**src/rtl/downsample_pkg.sv**
```systemverilog
// Shared helpers for the downsample multiplier pipeline:
// product width, saturation bounds and rounding bias.
package downsample_pkg;

  function automatic int pw_f(input int w0, input int w1);
    return w0 + w1;
  endfunction

  function automatic longint sat_max(input int w);
    return (64'sd1 <<< (w - 1)) - 64'sd1;
  endfunction

  function automatic longint sat_min(input int w);
    return -(64'sd1 <<< (w - 1));
  endfunction

  // Half of one output LSB, added before the shift.
  function automatic longint rnd_bias(input int sh);
    return (sh > 0) ? (64'sd1 <<< (sh - 1)) : 64'sd0;
  endfunction

endpackage

```
**src/rtl/downsample_mul_pipe_if.sv**
```systemverilog
// Stream bundle for the multiplier: input operands with
// valid/ready, and the result stream with valid/ready.
interface downsample_mul_pipe_if #(
  parameter int DIN0_WIDTH = 6,
  parameter int DIN1_WIDTH = 10,
  parameter int DOUT_WIDTH = 10
);
  logic                         in_valid;
  logic                         in_ready;
  logic        [DIN0_WIDTH-1:0] din0;
  logic signed [DIN1_WIDTH-1:0] din1;
  logic                         out_valid;
  logic                         out_ready;
  logic signed [DOUT_WIDTH-1:0] dout;
  logic                         sat_flag;

  modport master (
    output in_valid, din0, din1, out_ready,
    input  in_ready, out_valid, dout, sat_flag
  );

  modport slave (
    input  in_valid, din0, din1, out_ready,
    output in_ready, out_valid, dout, sat_flag
  );
endinterface

```
**src/rtl/downsample_mul_round_sat.sv**
```systemverilog
// Combinational multiply, rounding shift and
// saturate-or-wrap to the output width.
module downsample_mul_round_sat
  import downsample_pkg::*;
#(
  parameter int DIN0_WIDTH  = 6,
  parameter int DIN1_WIDTH  = 10,
  parameter int DOUT_WIDTH  = 10,
  parameter int DIN0_SIGNED = 0,
  parameter int SHIFT       = 0,
  parameter int SAT_EN      = 1
) (
  input  logic        [DIN0_WIDTH-1:0] din0,
  input  logic signed [DIN1_WIDTH-1:0] din1,
  output logic signed [DOUT_WIDTH-1:0] dout,
  output logic                         sat_flag
);

  localparam int PW = pw_f(DIN0_WIDTH, DIN1_WIDTH);
  localparam int RW = PW + 1;

  localparam logic signed [RW-1:0] MAX_C =
    RW'(sat_max(DOUT_WIDTH));
  localparam logic signed [RW-1:0] MIN_C =
    RW'(sat_min(DOUT_WIDTH));
  localparam logic signed [RW-1:0] RND_C =
    RW'(rnd_bias(SHIFT));

  logic signed [DIN0_WIDTH:0] a;
  logic signed [RW-1:0]       a_x;
  logic signed [RW-1:0]       b_x;
  logic signed [RW-1:0]       p;
  logic signed [RW-1:0]       r;

  always_comb begin
    a = (DIN0_SIGNED != 0) ?
        {din0[DIN0_WIDTH-1], din0} :
        {1'b0, din0};
    a_x = RW'(a);
    b_x = RW'(din1);
    p   = a_x * b_x;
    // With SHIFT=0 the bias is zero and the shift is a no-op.
    r   = (p + RND_C) >>> SHIFT;
  end

  always_comb begin
    dout     = r[DOUT_WIDTH-1:0];
    sat_flag = 1'b0;
    if (SAT_EN != 0) begin
      if (r > MAX_C) begin
        dout     = MAX_C[DOUT_WIDTH-1:0];
        sat_flag = 1'b1;
      end else if (r < MIN_C) begin
        dout     = MIN_C[DOUT_WIDTH-1:0];
        sat_flag = 1'b1;
      end
    end
  end

endmodule

```
**src/rtl/downsample_mul_pipe.sv**
```systemverilog
// Pipelined multiplier: arithmetic ahead of stage 0, then
// delay stages with per-stage bubble-collapsing handshake.
module downsample_mul_pipe
  import downsample_pkg::*;
#(
  parameter int DIN0_WIDTH  = 6,
  parameter int DIN1_WIDTH  = 10,
  parameter int DOUT_WIDTH  = 10,
  parameter int NUM_STAGE   = 3,
  parameter int DIN0_SIGNED = 0,
  parameter int SHIFT       = 0,
  parameter int SAT_EN      = 1
) (
  input logic                 ap_clk,
  input logic                 ap_rst,
  downsample_mul_pipe_if.slave s
);

  localparam int LAST = NUM_STAGE - 1;

  logic signed [DOUT_WIDTH-1:0] res_dout;
  logic                         res_sat;

  logic [NUM_STAGE-1:0] adv;
  logic [NUM_STAGE-1:0] v_q, v_d;
  logic [NUM_STAGE-1:0] f_q, f_d;
  logic signed [DOUT_WIDTH-1:0] d_q [NUM_STAGE];
  logic signed [DOUT_WIDTH-1:0] d_d [NUM_STAGE];

  downsample_mul_round_sat #(
    .DIN0_WIDTH (DIN0_WIDTH),
    .DIN1_WIDTH (DIN1_WIDTH),
    .DOUT_WIDTH (DOUT_WIDTH),
    .DIN0_SIGNED(DIN0_SIGNED),
    .SHIFT      (SHIFT),
    .SAT_EN     (SAT_EN)
  ) u_mrs (
    .din0    (s.din0),
    .din1    (s.din1),
    .dout    (res_dout),
    .sat_flag(res_sat)
  );

  // Ready ripples back from the output; an empty stage always advances.
  always_comb begin
    logic run;
    run = !v_q[LAST] | s.out_ready;
    adv = '0;
    adv[LAST] = run;
    for (int i = LAST - 1; i >= 0; i--) begin
      run    = !v_q[i] | run;
      adv[i] = run;
    end
  end

  always_comb begin
    v_d = v_q;
    f_d = f_q;
    d_d = d_q;
    if (adv[0]) begin
      v_d[0] = s.in_valid;
      if (s.in_valid) begin
        d_d[0] = res_dout;
        f_d[0] = res_sat;
      end
    end
    for (int i = 1; i < NUM_STAGE; i++) begin
      if (adv[i]) begin
        v_d[i] = v_q[i-1];
        if (v_q[i-1]) begin
          d_d[i] = d_q[i-1];
          f_d[i] = f_q[i-1];
        end
      end
    end
  end

  always_ff @(posedge ap_clk or posedge ap_rst) begin
    if (ap_rst) begin
      v_q <= '0;
      f_q <= '0;
      for (int i = 0; i < NUM_STAGE; i++) begin
        d_q[i] <= '0;
      end
    end else begin
      v_q <= v_d;
      f_q <= f_d;
      for (int i = 0; i < NUM_STAGE; i++) begin
        d_q[i] <= d_d[i];
      end
    end
  end

  assign s.in_ready  = adv[0] & ~ap_rst;
  assign s.out_valid = v_q[LAST];
  assign s.dout      = d_q[LAST];
  assign s.sat_flag  = f_q[LAST];

endmodule

```
**src/flat_wrapper.sv**
```systemverilog
// flat-port wrapper written by rule: the top's interface ports become plain ports
module downsample_mul_pipe_flat import downsample_pkg::*;
#(
  parameter int DIN0_WIDTH  = 6,
  parameter int DIN1_WIDTH  = 10,
  parameter int DOUT_WIDTH  = 10,
  parameter int NUM_STAGE   = 3,
  parameter int DIN0_SIGNED = 0,
  parameter int SHIFT       = 0,
  parameter int SAT_EN      = 1
)
  (ap_clk, ap_rst, s_in_valid, s_din0, s_din1, s_out_ready, s_in_ready, s_out_valid, s_dout, s_sat_flag);
  downsample_mul_pipe_if #(.DIN0_WIDTH(DIN0_WIDTH), .DIN1_WIDTH(DIN1_WIDTH), .DOUT_WIDTH(DOUT_WIDTH)) s_i ();
  input logic ap_clk;
  input logic ap_rst;
  input wire logic [$bits(s_i.in_valid)-1:0] s_in_valid;
  input wire logic [$bits(s_i.din0)-1:0] s_din0;
  input wire logic [$bits(s_i.din1)-1:0] s_din1;
  input wire logic [$bits(s_i.out_ready)-1:0] s_out_ready;
  output wire logic [$bits(s_i.in_ready)-1:0] s_in_ready;
  output wire logic [$bits(s_i.out_valid)-1:0] s_out_valid;
  output wire logic [$bits(s_i.dout)-1:0] s_dout;
  output wire logic [$bits(s_i.sat_flag)-1:0] s_sat_flag;
  assign s_i.in_valid = s_in_valid;
  assign s_i.din0 = s_din0;
  assign s_i.din1 = s_din1;
  assign s_i.out_ready = s_out_ready;
  assign s_in_ready = s_i.in_ready;
  assign s_out_valid = s_i.out_valid;
  assign s_dout = s_i.dout;
  assign s_sat_flag = s_i.sat_flag;
  downsample_mul_pipe #(.DIN0_WIDTH(DIN0_WIDTH), .DIN1_WIDTH(DIN1_WIDTH), .DOUT_WIDTH(DOUT_WIDTH), .NUM_STAGE(NUM_STAGE), .DIN0_SIGNED(DIN0_SIGNED), .SHIFT(SHIFT), .SAT_EN(SAT_EN)) u_core (.ap_clk(ap_clk), .ap_rst(ap_rst), .s(s_i));
endmodule
```
**config.mk**
```make
export PLATFORM = sky130hd
export DESIGN_NAME = downsample_mul_pipe_flat
export DESIGN_NICKNAME = d
export VERILOG_FILES = /design/src/rtl/downsample_pkg.sv /design/src/rtl/downsample_mul_pipe_if.sv /design/src/rtl/downsample_mul_round_sat.sv /design/src/rtl/downsample_mul_pipe.sv /design/src/flat_wrapper.sv
export SDC_FILE = /design/constraint.sdc
export NUM_CORES = 1
export LEC_CHECK = 0
export BUFFER_PORTS_ARGS = -buffer_cell sky130_fd_sc_hd__buf_2
export CAP_MARGIN = 30
export CORE_UTILIZATION = 40
export CTS_BUF_LIST = sky130_fd_sc_hd__clkbuf_2 sky130_fd_sc_hd__clkbuf_4 sky130_fd_sc_hd__clkbuf_8
export CTS_CLUSTER_DIAMETER = 200
export DETAILED_ROUTE_END_ITERATION = 16
export PLACE_DENSITY = 0.6
export RECOVER_POWER = 25
export REMOVE_ABC_BUFFERS = 1
export SLEW_MARGIN = 20
export SYNTH_ARGS = -nofsm -noshare
export SYNTH_HDL_FRONTEND = slang
export SYNTH_SLANG_ARGS = --single-unit
```
**constraint.sdc**
```tcl
create_clock -name ap_clk -period 2.9 [get_ports ap_clk]
set_input_delay 0.145 -clock ap_clk [delete_from_list [all_inputs] [get_ports ap_clk]]
set_output_delay 0.145 -clock ap_clk [all_outputs]
set_load 0.02 [all_outputs]
```
==> out/metrics.yaml, run 1 <==
path_class: "input pin to flop"
cts.sinks: 36
placedCellCount: 649
cts_buffers: 5
place_congestion: 0.854
clock.fmax_ghz: 0.215
synth_area_leader_cell: "dfrtp_1"
fin_util_pct: 55.6
rows: 36
rsz0062_at_grt: "true"
synth_edf_count: 0
cp_cell_sequence: "buf_8 -> buf_12 -> and2_4 -> fa_1 -> inv_2 -> fa_1 -> fa_1 -> fa_1 -> inv_2 -> ha_4 -> a211o_1 -> a21oi_2 -> a2111oi_4 -> o22a_1 -> xor2_2 -> or4b_4 -> buf_6 -> a21oi_2 -> o21ai_1"
nets: 631
io-pin-count: 33
final_cell_mix: "buf_4 (86), inv_1 (73), and2_1 (45)"
crit_path_end_kind: "flop"
htree_num_levels: 2
grt_max_degree: 22
grt_pass1_wl_microns: 14600
viasPerCell: 4.84
ant_nets: 0
clk_latency_ns: 0.29
antenna_cells: 0
hold_path_class: "input pin to asynchronous set/reset pin"
cp.arrival_ns: 4.82
switchingPower_uw: 2150
p_leak_uw: 0.00269
drive_above_1_share_pct: 38.1
final_cells: 668
report.final.setup_viol: 11
swShare_pct: 41.1
vias: 3231
worst_slack_ns: -1.75
start_util_pct: 41.4
timing.setup.tns_ns: -18.39
clkPwrFrac_pct: 9.2
grt_pass1_vias: 3321
vdd_drop_max_mv: 0.404
combPwrFrac_pct: 75.2
antenna_found_initial: 0
seq_area_sq_um: 901
post-route-period-util_pct: 160
layout_commonest_cell: "buf_4"
globalRouteOverflowTotal: 0
p_int_uw: 3070
critPathMaxFanout: 6
synth_seq_cells: 36
area_growth_pct: 34.2
netlist.area_leader.share_pct: 22.3
drc_errors: 0
core_sq_um: 9770
synth_cell_type_count: 51
multiInputGateArea_sq_um: 3040
startpoint_type: "input pin"
netlist_instances: 422
syn_avg_cell_area_sq_um: 9.59
crit_path_frequent_cell: "fa_1"
dieArea_sq_um: 10500
seq_area_frac_synth_pct: 22.3
fin_crit_ns: 4.65
skew_ns: 0.00553
drv_cap: 0
crit_family: "adder cells"
synth.cell_area_sq_um: 4050
synth-async-reset-ratio_pct: 100
status: "finished, violations left"
chipHeight_microns: 103
port_buffers: 32
synth.area.top_cells: "dfrtp_1 (22%), fa_1 (21%), ha_1 (11%), and2_1 (7.9%), inv_1 (7.1%)"
clkTransAtPathRegs_ns: 0.07
postPlaceCellArea_sq_um: 4890
final_hold_viol_count: 20
cts_tree: "yes"
yosysWarningCount: 0
cts_root_buf: "clkbuf_8"
violations: "hold timing, setup timing"
slew_viol_final: 0
fill_cells: 891
critical_path.max_stage_delay_ns: 0.55
wirelength_microns: 8310
grt_usage_pct: 17.4
fin_hold_ws_ns: -0.0151
worst_slew_pin_slew_ns: 0.782
dieWidth_microns: 103
crit_path_top_delay_cell: "fa_1"
worstPathRequired_ns: 3.07
seqPwrFrac_pct: 15.7
ys.flop_type: "dfrtp_1"
clk_path_buf_depth: 2
drtPass1Iterations: 4
relSlewSlack_pct: 47.8
power_density_nw_per_um2: 961
wl_per_cell_microns: 12.4
final_area_sq_um: 5430
first_iter_violations: 79
cp_num_buf_inv: 5
place_hpwl_microns: 6860
[stage by stage]
| step | setup WS, ns | total power, uW |
|---|---|---|
| after floorplan | -2.04 | 2750 |
| after global placement | -2.21 | 3940 |
| after detailed placement | -2.34 | 4010 |
| after CTS | -1.73 | 5080 |
| after global routing | -1.88 | 5690 |
| final | -1.75 | 5220 |
[power groups by stage]
stage	Combinational, uW	Sequential [uW]	Clock, uW
floorplan	1860	890	0
global placement	3120	820	0
detailed placement	3180	832	0
CTS	3770	822	489
global route	4330	846	513
finish	3920	818	479
[what timing repair did]
| action | in CTS | in global routing |
|---|---|---|
| setup buffers | 6 | 4 |
| hold buffers | 0 | 0 |
| gates cloned | 1 | 0 |
| endpoints found under the setup margin | 11 | 11 |
| gates resized for setup | 62 | 7 |
| hold endpoints to repair | 0 | 0 |
| pin swaps | 52 | 17 |
[layer usage]
metal  part of all wire (%)  GRT usage (%)
met5                      0              0
met4                    1.3           4.62
met3                    1.6           1.63
met2                     51           29.9
met1                     46           23.5
[layout make-up]
cell class | instances | share of cell area [%]
clock buffers | 7 | 1.77
repair buffers | 125 | 16.8
multi-input cells | 289 | 55.9
clock inverters | 1 | 0.553
flip-flops and latches | 36 | 16.6
well taps | 133 | 3.06
inverters | 77 | 5.32
[worst paths after layout]
check                      slack [ns]  depth (start not counted)                           end                        from
max                             -1.75                         19    u_core.d_q[26]$_DFFE_PP0P_                   s_din0[1]
min                             -0.02                          2  u_core.s.dout[6]$_DFFE_PP0P_                      ap_rst
max reg2reg                      1.12                          8    u_core.d_q[22]$_DFFE_PP0P_   u_core.v_q[2]$_DFFE_PP0P_
min reg2reg                      0.49                          2    u_core.d_q[20]$_DFFE_PP0P_  u_core.d_q[20]$_DFFE_PP0P_
max in group asynchronous        2.21                          3    u_core.d_q[26]$_DFFE_PP0P_                      ap_rst
min in group ap_clk              0.08                          2     u_core.v_q[0]$_DFFE_PP0N_                  s_in_valid
[registers in the layout (all words and copies together) (netlist names)]
signal,flops
u_core.v_q,3
u_core.f_q,3
u_core.d_q,20
u_core.s.dout,10
[cell usage after synthesis (7+ instances only)]
cell type / instances
buf_4: 10
dfrtp_1: 36
clkbuf_1: 7
fa_1: 43
o21ai_1: 11
xnor2_1: 11
inv_1: 77
a21oi_1: 14
and2_1: 51
mux2_2: 22
nand2_1: 34
ha_1: 34
[cell families after synthesis]
| family | count (synthesis) | share of synthesized area [%] |
|---|---|---|
| compound gates | 65 | 11.6 |
| xor+xnor | 14 | 3.03 |
| fa+ha+maj | 77 | 31.8 |
| buf+inv | 97 | 10.0 |
| flops | 36 | 22.3 |
| mux | 24 | 6.62 |
| simple gates | 109 | 14.7 |
[worst register-to-register path: stages (launching register included)]
cell and delay, ns:
dfrtp_1 0.34, nor2b_1 0.27, nand3_1 0.17, and2_1 0.24
nand4_1 0.12, nor4_2 0.05, a32oi_1 0.19, buf_4 0.19
o21ai_1 0.09
No activity file was read; power rests on OpenSTA's default activity.
==> inputs of run 2 (changes only) <==
--- a/config.mk
+++ b/config.mk
@@ -11,6 +11,8 @@
 export CTS_BUF_LIST = sky130_fd_sc_hd__clkbuf_2 sky130_fd_sc_hd__clkbuf_4 sky130_fd_sc_hd__clkbuf_8
 export CTS_CLUSTER_DIAMETER = 200
 export DETAILED_ROUTE_END_ITERATION = 16
+export GPL_ROUTABILITY_DRIVEN = 1
+export HOLD_SLACK_MARGIN = 0.12
 export PLACE_DENSITY = 0.6
 export RECOVER_POWER = 25
 export REMOVE_ABC_BUFFERS = 1
==> run 2 against run 1 <==
  * The flow finishes with violations (setup timing)
  * Sequential power about the same
  * First-iteration DRC count down 3.8%
  * Die area did not move
  * Via count is 0.34% higher
  * Power is 0.27% lower
  * Final area about the same
  * Sequential cell count is the same
  * Cell count rose by 0.30%
  * Largest cell class unchanged
==> out/metrics.yaml, run 2 (synthesis gave the netlist of run 1 again) <==
final_hold_viol_count: 0  # -100%
seqPwrFrac_pct: 15.7  # about the same
wirelength_microns: 8320  # +0.20%
p_leak_uw: 0.00267  # -1.0%
vdd_drop_max_mv: 0.404  # about the same
dieArea_sq_um: 10500  # unchanged
cts_buffers: 5  # unchanged
nets: 633  # +0.32%
clkPwrFrac_pct: 9.2  # about the same
drc_errors: 0  # unchanged
cts_root_buf: "clkbuf_8"
worst_slew_pin_slew_ns: 0.777  # -0.00523 ns
globalRouteOverflowTotal: 0  # unchanged
switchingPower_uw: 2150  # +0.20%
ant_nets: 0  # unchanged
top_layer_used: "met4"
crit_path_top_delay_cell: "fa_1"
clock.fmax_ghz: 0.215  # +0.10%
crit_path_end_kind: "flop"
grt_max_degree: 22  # unchanged
relSlewSlack_pct: 48.2  # +0.35 points
drive_above_1_share_pct: 35.8  # -2.4 points
antenna_found_initial: 0  # unchanged
start_util_pct: 41.4  # unchanged
grt_pass1_wl_microns: 14700  # +0.23%
core_sq_um: 9770  # unchanged
wl_met2_microns: 4240  # about the same
reg2reg_from: "u_core.v_q[2]$_DFFE_PP0P_"
cts.sinks: 36  # unchanged
regMostFlops: "u_core.d_q"
critical_path.max_stage_delay_ns: 0.55  # about the same
violations: "setup timing"
port_buffers: 32  # unchanged
crit_path_frequent_cell: "fa_1"
vias: 3242  # +0.34%
final_area_sq_um: 5440  # about the same
finalPower_uw: 5210  # -0.27%
wl_per_cell_microns: 12.4  # about the same
rsz0062_at_grt: "true"
grt_usage_pct: 17.5  # +0.044 points
area_growth_pct: 34.3  # about the same
layout_commonest_cell: "buf_4"
clk_path_buf_depth: 2  # unchanged
clk_latency_ns: 0.29  # about the same
largest_reg_flops: 20  # unchanged
first_iter_violations: 76  # -3.8%
wirelength_met1_microns: 3780  # -1.2%
worst_slack_ns: -1.74  # +0.00484 ns
drv_cap: 0  # unchanged
io-pin-count: 33  # unchanged
route.met3.wl_microns: 190  # +46%
combPwrFrac_pct: 75.0  # -0.2 points
worstPathRequired_ns: 3.07  # about the same
clkTransAtPathRegs_ns: 0.07  # about the same
antenna_cells: 0  # unchanged
post-route-period-util_pct: 160  # -0.17 points
chipHeight_microns: 103  # unchanged
place_hpwl_microns: 6860  # unchanged
slew_viol_final: 0  # unchanged
hold_path.startpoint: "s_out_ready"
dieWidth_microns: 103  # unchanged
hold_path_class: "input pin to flop"
final_cell_mix: "buf_4 (86), inv_1 (73), and2_1 (45)"
cts_tree: "yes"
path_class: "input pin to flop"
critPathMaxFanout: 6  # unchanged
cp.arrival_ns: 4.81  # about the same
drtPass1Iterations: 4  # unchanged
p_int_uw: 3060  # -0.59%
cp_num_buf_inv: 5  # unchanged
swShare_pct: 41.3  # +0.19 points
cp_cell_sequence: "buf_8 -> buf_12 -> and2_4 -> fa_1 -> inv_2 -> fa_1 -> fa_1 -> fa_1 -> inv_2 -> ha_4 -> a211o_1 -> a21oi_2 -> a2111oi_4 -> o22a_1 -> xor2_2 -> or4b_4 -> buf_6 -> a21oi_2 -> o21ai_1"
power_density_nw_per_um2: 958  # -0.36%
fin_crit_ns: 4.64  # -0.00484 ns
rows: 36  # unchanged
postPlaceCellArea_sq_um: 4890  # unchanged
grt_pass1_vias: 3333  # +0.36%
startpoint_type: "input pin"
place_congestion: 0.854  # unchanged
skew_ns: 0.00546  # -0.0000728 ns
viasPerCell: 4.84  # about the same
crit_family: "adder cells"
status: "finished, violations left"
critPathLaunch: "s_din0[1]"
htree_num_levels: 2  # unchanged
report.final.setup_viol: 11  # unchanged
run 2: changes by cell type in the layout (fill, tap and decap cells not counted), sizes merged:
cell / delta
buf: -12
dlygate4sd3: +2
clkbuf: +12
run 2: tightest hold or removal path, cell delays in order:
cell	delay, ns
buf_2	0.07
nor2b_1	0.07
nand2_1	0.09
nand2b_1	0.06
run 2: worst paths after layout:
path,endpoint,cells after the start,slack [ns]
max in group asynchronous,u_core.d_q[26]$_DFFE_PP0P_,4,1.65
min,u_core.v_q[1]$_DFFE_PP0P_,4,0.19
min reg2reg,u_core.d_q[20]$_DFFE_PP0P_,2,0.49
max,u_core.d_q[26]$_DFFE_PP0P_,19,-1.74
max reg2reg,u_core.d_q[22]$_DFFE_PP0P_,8,1.12
min in group asynchronous,u_core.s.dout[6]$_DFFE_PP0P_,3,0.55
run 2: through the flow:
step	utilization (%)	std cells	hold slack [ns]	worst slack, ns	setup TNS [ns]
after detailed placement	50.0	649	0.339	-2.34	-25.09
after CTS	55.0	666	0.181	-1.73	-18.25
after global placement	50.0	649	0.314	-2.21	-23.80
after global routing	55.6	670	0.221	-1.88	-19.79
final	55.6	670	0.186	-1.74	-18.38
after floorplan	-	402	0.253	-2.04	-21.87
run 2: layer usage:
| metal | vias up | global-route usage [%] |
|---|---|---|
| met5 | - | 0 |
| met4 | 0 | 4.62 |
| met2 | 40 | 30.0 |
| met3 | 13 | 1.63 |
| met1 | 1597 | 23.6 |
| li1 | 1592 | - |
run 2: power groups by stage:
stage / Sequential [uW] / Combinational (uW) / Clock [uW]
after floorplan: 890 / 1860 / 0
after global routing: 848 / 4310 / 513
after global placement: 820 / 3120 / 0
after CTS: 822 / 3770 / 489
after detailed placement: 832 / 3180 / 0
final: 820 / 3910 / 480
run 2: repair_timing:
action | 4_1_cts | 5_1_grt
endpoints found under the setup margin | 11 | 11
endpoints found under the hold margin | 21 | 0
hold buffers | 2 | 0
cloned | 1 | 0
gates resized for setup | 62 | 7
setup buffers | 6 | 4
pin swaps | 52 | 17
run 2: cell type report:
cell class                 instances  area (sq um)
sequential                        36           901
tap                              133           166
clock buffer                       7          96.3
clock inverter                     1          30.0
fill                             892          4340
inverter                          77           289
timing repair buffer             127           917
multi-input combinational        289          3040
